File: src/rtl/uart_rx_frame_if.sv
// Receive-FIFO read port between uart_rx_frame and the UART register block.
interface uart_rx_frame_if;
    logic       out_valid;
    logic       out_ready;
    logic [7:0] out_data;
    logic       out_parity_err;
    logic       out_frame_err;

    modport master (
        output out_valid, out_data, out_parity_err, out_frame_err,
        input  out_ready
    );

    modport slave (
        input  out_valid, out_data, out_parity_err, out_frame_err,
        output out_ready
    );
endinterface

File: src/rtl/uart_rx_frame.sv
// UART receiver: 2-flop rx synchroniser, mid-bit sampling FSM and FWFT receive FIFO.
// Optional even parity bit is enabled by defining UART_RX_PARITY_EN.
module uart_rx_frame #(
    parameter int FIFO_DEPTH = 4,
    parameter int DIV_W      = 16
) (
    input  logic               clk,
    input  logic               reset,
    input  logic               rx,
    input  logic [DIV_W-1:0]   divisor,
    uart_rx_frame_if.master    out_if,
    output logic               overrun
);

    localparam int PTR_W = $clog2(FIFO_DEPTH);
    localparam int CNT_W = PTR_W + 1;

    typedef enum logic [2:0] {
        ST_IDLE,
        ST_START,
        ST_DATA,
`ifdef UART_RX_PARITY_EN
        ST_PARITY,
`endif
        ST_STOP,
        ST_BREAK
    } state_e;

    typedef struct packed {
        logic       frame_err;
`ifdef UART_RX_PARITY_EN
        logic       parity_err;
`endif
        logic [7:0] data;
    } entry_t;

    logic       rx_meta_q, rs_q;
    state_e     state_q, state_d;
    logic [DIV_W-1:0] cnt_q, cnt_d;
    logic [2:0] idx_q, idx_d;
    logic [7:0] data_q, data_d;
`ifdef UART_RX_PARITY_EN
    logic       parity_err_q, parity_err_d;
`endif

    logic [DIV_W-1:0] div_eff, full_l, half_l;
    logic             tick;
    logic             push;
    entry_t           wr_entry;

    assign div_eff = (divisor < DIV_W'(4)) ? DIV_W'(4) : divisor;
    assign full_l  = div_eff - DIV_W'(1);
    assign half_l  = (div_eff >> 1) - DIV_W'(1);
    assign tick    = (cnt_q == '0);

    // NOTE: every always_comb output gets a default first so no path infers a latch.
    always_comb begin
        state_d = state_q;
        cnt_d   = tick ? cnt_q : cnt_q - DIV_W'(1);
        idx_d   = idx_q;
        data_d  = data_q;
`ifdef UART_RX_PARITY_EN
        parity_err_d = parity_err_q;
`endif
        push    = 1'b0;

        unique case (state_q)
            ST_IDLE: begin
                if (!rs_q) begin
                    state_d = ST_START;
                    cnt_d   = half_l;
                end
            end
            ST_START: begin
                if (tick) begin
                    if (rs_q) begin
                        state_d = ST_IDLE;
                    end else begin
                        state_d = ST_DATA;
                        idx_d   = 3'd0;
                        cnt_d   = full_l;
`ifdef UART_RX_PARITY_EN
                        parity_err_d = 1'b0;
`endif
                    end
                end
            end
            ST_DATA: begin
                if (tick) begin
                    data_d[idx_q] = rs_q;
                    idx_d         = idx_q + 3'd1;
                    cnt_d         = full_l;
                    if (idx_q == 3'd7) begin
`ifdef UART_RX_PARITY_EN
                        state_d = ST_PARITY;
`else
                        state_d = ST_STOP;
`endif
                    end
                end
            end
`ifdef UART_RX_PARITY_EN
            ST_PARITY: begin
                if (tick) begin
                    parity_err_d = (^data_q) ^ rs_q;
                    cnt_d        = full_l;
                    state_d      = ST_STOP;
                end
            end
`endif
            ST_STOP: begin
                if (tick) begin
                    push    = 1'b1;
                    state_d = rs_q ? ST_IDLE : ST_BREAK;
                end
            end
            ST_BREAK: begin
                if (rs_q) state_d = ST_IDLE;
            end
            default: state_d = ST_IDLE;
        endcase
    end

    always_comb begin
        wr_entry           = '0;
        wr_entry.frame_err = ~rs_q;
        wr_entry.data      = data_q;
`ifdef UART_RX_PARITY_EN
        wr_entry.parity_err = parity_err_q;
`endif
    end

    // NOTE: sequential state uses non-blocking assignments only.
    always_ff @(posedge clk) begin
        if (reset) begin
            rx_meta_q <= 1'b1;
            rs_q      <= 1'b1;
            state_q   <= ST_IDLE;
            cnt_q     <= '0;
            idx_q     <= '0;
            data_q    <= '0;
`ifdef UART_RX_PARITY_EN
            parity_err_q <= 1'b0;
`endif
        end else begin
            rx_meta_q <= rx;
            rs_q      <= rx_meta_q;
            state_q   <= state_d;
            cnt_q     <= cnt_d;
            idx_q     <= idx_d;
            data_q    <= data_d;
`ifdef UART_RX_PARITY_EN
            parity_err_q <= parity_err_d;
`endif
        end
    end

    entry_t           mem_q [FIFO_DEPTH];
    logic [PTR_W-1:0] wr_ptr_q, wr_ptr_d, rd_ptr_q, rd_ptr_d;
    logic [CNT_W-1:0] count_q, count_d;
    logic             overrun_q, overrun_d;
    logic             full, pop, wr_en;
    entry_t           head;

    assign full  = (count_q == CNT_W'(FIFO_DEPTH));
    assign pop   = (count_q != '0) && out_if.out_ready;
    assign wr_en = push && (!full || pop);

    always_comb begin
        overrun_d = push && full && !pop;
        wr_ptr_d  = wr_en ? wr_ptr_q + PTR_W'(1) : wr_ptr_q;
        rd_ptr_d  = pop   ? rd_ptr_q + PTR_W'(1) : rd_ptr_q;
        count_d   = count_q;
        if (wr_en && !pop)      count_d = count_q + CNT_W'(1);
        else if (!wr_en && pop) count_d = count_q - CNT_W'(1);
    end

    always_ff @(posedge clk) begin
        if (reset) begin
            wr_ptr_q  <= '0;
            rd_ptr_q  <= '0;
            count_q   <= '0;
            overrun_q <= 1'b0;
        end else begin
            wr_ptr_q  <= wr_ptr_d;
            rd_ptr_q  <= rd_ptr_d;
            count_q   <= count_d;
            overrun_q <= overrun_d;
        end
    end

    // NOTE: storage is not reset; outputs are gated by out_valid so stale slots never show.
    always_ff @(posedge clk) begin
        if (wr_en) mem_q[wr_ptr_q] <= wr_entry;
    end

    assign head               = mem_q[rd_ptr_q];
    assign out_if.out_valid   = (count_q != '0);
    assign out_if.out_data    = out_if.out_valid ? head.data : 8'h00;
    assign out_if.out_frame_err = out_if.out_valid && head.frame_err;
`ifdef UART_RX_PARITY_EN
    assign out_if.out_parity_err = out_if.out_valid && head.parity_err;
`else
    assign out_if.out_parity_err = 1'b0;
`endif
    assign overrun = overrun_q;

endmodule

File: src/flat_wrapper.sv
// flat-port wrapper written by rule: the top's interface ports become plain ports
module uart_rx_frame_flat 
#(
    parameter int FIFO_DEPTH = 4,
    parameter int DIV_W      = 16
)
  (clk, reset, rx, divisor, overrun, out_if_out_valid, out_if_out_data, out_if_out_parity_err, out_if_out_frame_err, out_if_out_ready);
  uart_rx_frame_if out_if_i ();
  input  logic clk;
  input  logic reset;
  input  logic rx;
  input  logic [DIV_W-1:0] divisor;
  output logic overrun;
  output wire logic [$bits(out_if_i.out_valid)-1:0] out_if_out_valid;
  output wire logic [$bits(out_if_i.out_data)-1:0] out_if_out_data;
  output wire logic [$bits(out_if_i.out_parity_err)-1:0] out_if_out_parity_err;
  output wire logic [$bits(out_if_i.out_frame_err)-1:0] out_if_out_frame_err;
  input wire logic [$bits(out_if_i.out_ready)-1:0] out_if_out_ready;
  assign out_if_out_valid = out_if_i.out_valid;
  assign out_if_out_data = out_if_i.out_data;
  assign out_if_out_parity_err = out_if_i.out_parity_err;
  assign out_if_out_frame_err = out_if_i.out_frame_err;
  assign out_if_i.out_ready = out_if_out_ready;
  uart_rx_frame #(.FIFO_DEPTH(FIFO_DEPTH), .DIV_W(DIV_W)) u_core (.clk(clk), .reset(reset), .rx(rx), .divisor(divisor), .out_if(out_if_i), .overrun(overrun));
endmodule
File: config.mk
export PLATFORM = sky130hd
export DESIGN_NAME = uart_rx_frame_flat
export DESIGN_NICKNAME = d
export VERILOG_FILES = /design/src/rtl/uart_rx_frame_if.sv /design/src/rtl/uart_rx_frame.sv /design/src/flat_wrapper.sv
export SDC_FILE = /design/constraint.sdc
export NUM_CORES = 1
export LEC_CHECK = 0
export ABC_AREA = 1
export BUFFER_PORTS_ARGS = -buffer_cell sky130_fd_sc_hd__buf_2
export CORE_ASPECT_RATIO = 1.75
export CORE_UTILIZATION = 49
export CTS_CLUSTER_DIAMETER = 30
export DETAILED_ROUTE_END_ITERATION = 10
export PLACE_DENSITY = 0.7
export SYNTH_ARGS = -nofsm -noshare
export SYNTH_HDL_FRONTEND = slang
export SYNTH_SLANG_ARGS = --single-unit
File: constraint.sdc
create_clock -name clk -period 2.5 [get_ports clk]
set_input_delay 0.125 -clock clk [delete_from_list [all_inputs] [get_ports clk]]
set_output_delay 0.125 -clock clk [all_outputs]
set_load 0.02 [all_outputs]
# Yosys cells after proc, flatten, opt, wreduce, memory -nomap -nowiden
# Memory sizes are Yosys's and may differ from the RTL's. A register that Yosys moved wholly into a read port is not among the register bits.
# Index checks and enable logic that the tools add are counted.
# W data, S select, Z words.
# op_classes
addsub	8
n_lt_le_gt_ge	3
n_eq_ne	13
mux	32
bitwise_logic	1
n_reduce_logical	20
# ops
operator	n
$mux W16	6
$pmux W16 S3	1
$mux W3	12
$sub A16 B1 Y16 const B	2
$logic_not A16 Y1	1
$lt A16 B3 Y1 const B	1
$sub A15 B1 Y16 const B	1
$pmux W3 S5	1
$ne A2 B1 Y1 const B	5
$eq A3 B3 Y1 const B	3
$bwmux W8	1
$logic_and A1 B1 Y1	8
$mux W8	1
$add A3 B1 Y3 const B	2
$eq A3 B2 Y1 const B	2
$mux W2	3
$pmux W3 S2	1
$reduce_and A6 Y1	1
$mux W1	5
$add A2 B1 Y2 const B	2
$lt A3 B4 Y1 const B	1
$ne A2 B2 Y1 const B	2
$reduce_and A4 Y1	1
$reduce_bool A2 Y1	2
other kinds (10)	12
# totals
register_bits	40
ramBits	36
out_inout_bits	12
mem_count	1
# mem_list
name	words	word_bits	read_ports	rd_clocked_by_memory_dff	write_ports	line	source
u_core.mem_q	4	9	1	1	1	uart_rx_frame.sv:158	entry_t mem_q [FIFO_DEPTH];

# Logic depth before layout (Yosys ltp)
# logic_depth
depth_word	8
ltp_mapped	15
mapped_depth_nobuf	15

# Worst setup path before layout
# No wires, ideal clock.
# synth_timing
path_kind	register -> register
startpoint	register u_core.cnt_q[0]
endpoint	register u_core.count_q[2]
setup_time_ns	0.122
arrival_ns	2.247
t_required_ns	2.378
slack_ns	0.131
stages_incl_launch_ff	16
path_buffers	0
cell_sequence	dfxtp_1 -> inv_1 -> ha_1 -> nand3_1 -> nor2_1 -> nand2_4 -> inv_2 -> nand3_1 -> inv_2 -> ha_1 -> inv_1 -> fa_1 -> a21oi_1 -> o21ai_0 -> o21ai_0 -> a21oi_1
# synth_via
elab_chain_len	7
# synth_rtl
item	line	source
start: declaration	uart_rx_frame.sv:39	logic [DIV_W-1:0] cnt_q, cnt_d;
start signal: assignment	uart_rx_frame.sv:149	cnt_q <= cnt_d;
$logic_not A16 Y1 *	uart_rx_frame.sv:54	assign tick = (cnt_q == '0);
$mux W1 *	uart_rx_frame.sv:112	if (tick) begin
$mux W1 *	uart_rx_frame.sv:67	unique case (state_q)
$logic_and A1 B1 Y1 *	uart_rx_frame.sv:167	assign wr_en = push && (!full || pop);
named net u_core.wr_en	uart_rx_frame.sv:162	logic full, pop, wr_en;
$logic_not A1 Y1	uart_rx_frame.sv:175	else if (!wr_en && pop) count_d = count_q - CNT_W'(1);
$logic_and A1 B1 Y1	uart_rx_frame.sv:175	
$reduce_bool A2 Y1 (no line)	-	
end signal: assignment	uart_rx_frame.sv:187	count_q <= count_d;
end: declaration	uart_rx_frame.sv:160	logic [CNT_W-1:0] count_q, count_d;
# Mark *: on every way through the listed nets, which the timed path passes. The rest lies on a longest branch.
# A chain may end at the register's enable or synchronous reset.

# Final worst setup path
# Ends and elaborated chain as after synthesis.

==> flow_summary.toml <==
[yosys]
ys_seq_area_frac = 0.434
ys_types = 40
synthDominantCellAreaShare = 0.244
syn_area_per_cell_um2 = 7.48
synth_edf_count = 36
synth_simple_gate_area_share = 0.294
netlist_instances = 593
synth_top_area_cell = "edfxtp_1"
synth_fa_ha_area_frac = 0.0384
syn-cell-area_mm2 = 0.00443
async_flop_share = 0
synth_top_family_by_area = "simple AND/OR/NAND/NOR gates"
synth-warning-count = 0
ys_ff_latch = 78
synth_fp_nets = 626
synthMuxAreaShare = 0
synthXorXnorAreaFrac = 0.0415
synthFlopType = "dfxtp_1"
synth_area_leaders = "edfxtp_1 (24%), dfxtp_1 (19%), nand2_1 (9.1%), nor2_1 (9.1%), a21oi_1 (5.4%)"
synth_compound_area_frac = 0.122

[sta]
fin_crit_sh = 0.924
fmax_ghz = 0.433
tightest_slew_ns = 0.708
final.min_clock_period_ns = 2.31
finClkSkew_ns = 0.00815
fin_hold_ws_ns = 0.107
relSlewSlack = 0.528
slew_violations = 0
hold_viol = 0
finalSetupViolCount = 0

[global_routing]
grt_antenna_before_repair = 0
gr-usage-all-layers = 0.237
grt_pass1_wl_mm = 16.9
use_met1 = 0.212
grt_overflow = 0
grt_max_degree = 23
grt_busiest_layer = "met2"
grt_util_met2 = 0.483
grtUsageMet3 = 0.0346
grt_pass1_vias = 3766

[layout]
final_util = 0.595
area_growth_pct = 17.0
layout-drive-gt1-share = 0.161
n_antenna_cell = 0
final_nets = 674
fin_area_mm2 = 0.00519
finalNonFillerCells = 763

[clock_tree]
cts.sinks = 78
tritoncts = "built"
clk_latency_ns = 0.34
htreeDepth = 3
root_buffer = "clkbuf_16"
cts.clk_slew.worst_paths_ns = 0.06
clockBufferDepth = 2
cts_inserted_buffers = 9

[placed_design]
gp_congestion = 0.985
dp_cells = 745
dpl.hpwl_mm = 7.92
place_area_mm2 = 0.00481
portBuffers = 30

[min_path]
hp-class = "in -> reg"
min_from = "out_if_out_ready"

[setup_path]
critical_path_required_ns = 2.73
r2r_slack_ns = 0.19
crit_path_cell_trace = "inv_2 -> ha_4 -> nand3_1 -> nor2_2 -> nand2_4 -> inv_2 -> nand3_1 -> inv_2 -> ha_1 -> inv_1 -> fa_1 -> a21oi_1 -> o21ai_1 -> o21ai_1 -> a21oi_1"
start_kind = "register"
cp_common_cell = "inv_2"
crit_start = "u_core.cnt_q[0]"
timing_worst_setup_path_type = "reg -> reg"
critPathCaptureType = "register"
crit_fanout = 6
crit_arrival_ns = 2.54
cpPeakStageDelay_ns = 0.38
crit_slowest_cell = "fa_1"
rr_startpoint = "u_core.cnt_q[0]"

[pwr]
vdd_drop_max_uv = 452
finalPower_mw = 5.61
leakage_nw = 2.25
powerDensity_mw_per_mm2 = 1080

[floorplan]
die-area_mm2 = 0.00945
rows = 45
core_area_mm2 = 0.00873
die-height_um = 128
die_x_um = 73.9
pin_count = 32
initial_utilization = 0.508

[route]
drt_wl_total_mm = 10.2
vias_per_cell = 5.11
vias = 3899
wl_per_cell_um = 13.4
dr.pass1.iters = 4
drt_iter0_drc = 188
drc = 0
ant_nets = 0

[job]
maxCapViolations = 0

[run_status]
status = "finished, final reports clean"
-- synth_stat cells (5+ instances only) --
cell type and n:
nand2_1 107, nor2_1 107, inv_1 57, a21oi_1 48
o21ai_0 44, dfxtp_1 42, edfxtp_1 36, nand3_1 35
xor2_1 16, ha_1 12, nor2_2 11, clkbuf_1 10
inv_2 8, nand4_1 6, nand3b_1 5, nor3_1 5
o21ai_1 5, xnor2_1 5
-- power breakdown --
part / internal (mW) / total (mW) / switching [mW]
logic: 0.900 / 2.50 / 1.60
registers: 1.48 / 1.63 / 0.145
clock network: 0.979 / 1.48 / 0.502
total: 3.36 / 5.61 / 2.24
-- cells by family after synthesis --
kind of cell	count (synthesis)
simple gates	294
buf+inv	81
fa+ha+maj	13
other cells	1
compound gates	105
xor+xnor	21
flops	78
-- cells in the final DEF (no fill, tap or decap), types with 10 or more instances in the layout --
cell and count:
nand2_1 107, nor2_1 106, inv_1 55, a21oi_1 48
o21ai_0 42, dfxtp_1 42, edfxtp_1 36, nand3_1 35
buf_2 30, buf_4 19, xor2_1 16, nor2_2 12
ha_1 11, inv_2 10
-- sequential cells by signal (all words and copies together) (netlist names), named ones only --
name	flops
u_core.idx_q	3
u_core.state_q	3
u_core.cnt_q	16
u_core.data_q	8
u_core.rx_meta_q	1
u_core.overrun	1
u_core.rs_q	1
u_core.rd_ptr_q	2
u_core.count_q	3
u_core.mem_q	36
u_core.wr_ptr_q	2
-- per-layer routing --
metal / up-vias / routed length, um
met5: - / 0
met3: 16 / 158
li1: 2039 / -
met2: 54 / 6030
met4: 0 / 299
met1: 1790 / 3720
-- critical path, delay by kind of cell, from the launching register on --
family | cells | cell delay [ns]
adder cells (fa/ha/maj) | 3 | 0.67
AND/OR/NAND/NOR | 4 | 0.44
AO/OA/AOI/OAI | 4 | 0.43
buffers and inverters | 4 | 0.33
flip-flops | 1 | 0.32
-- repair_timing --
action / in CTS / in global routing
hold buffers: 1 / 0
setup buffers: 0 / 1
hold endpoints to repair: 1 / 0
resized for setup: 0 / 7
setup endpoints to repair: 0 / 2
-- through the flow --
| stage | worst slack [ns] | TNS (ns) |
|---|---|---|
| 2_1_floorplan | 0.131 | 0 |
| 3_3_place_gp | 0.137 | 0 |
| 3_5_place_dp | 0.0636 | 0 |
| 4_1_cts | 0.0308 | 0 |
| 5_1_grt | -0.000551 | -0.000551 |
| 6_report | 0.191 | 0 |
-- area by class of cell --
class / instances / area, um^2
fillers: 807 / 3540
clock buffers: 9 / 225
multi-input cells: 434 / 2220
repair buffers: 50 / 303
inverters: 68 / 255
well taps: 117 / 146
clock inverters: 7 / 121
flip-flops and latches: 78 / 1920
-- worst paths after layout --
kind / end / depth (start not counted)
setup reg to reg: u_core.count_q[2] / 15
hold reg to reg: u_core.rs_q / 1
setup / recovery: u_core.count_q[2] / 15
hold / removal: u_core.overrun / 4
Note: power is estimated with default switching activity, not from simulation.
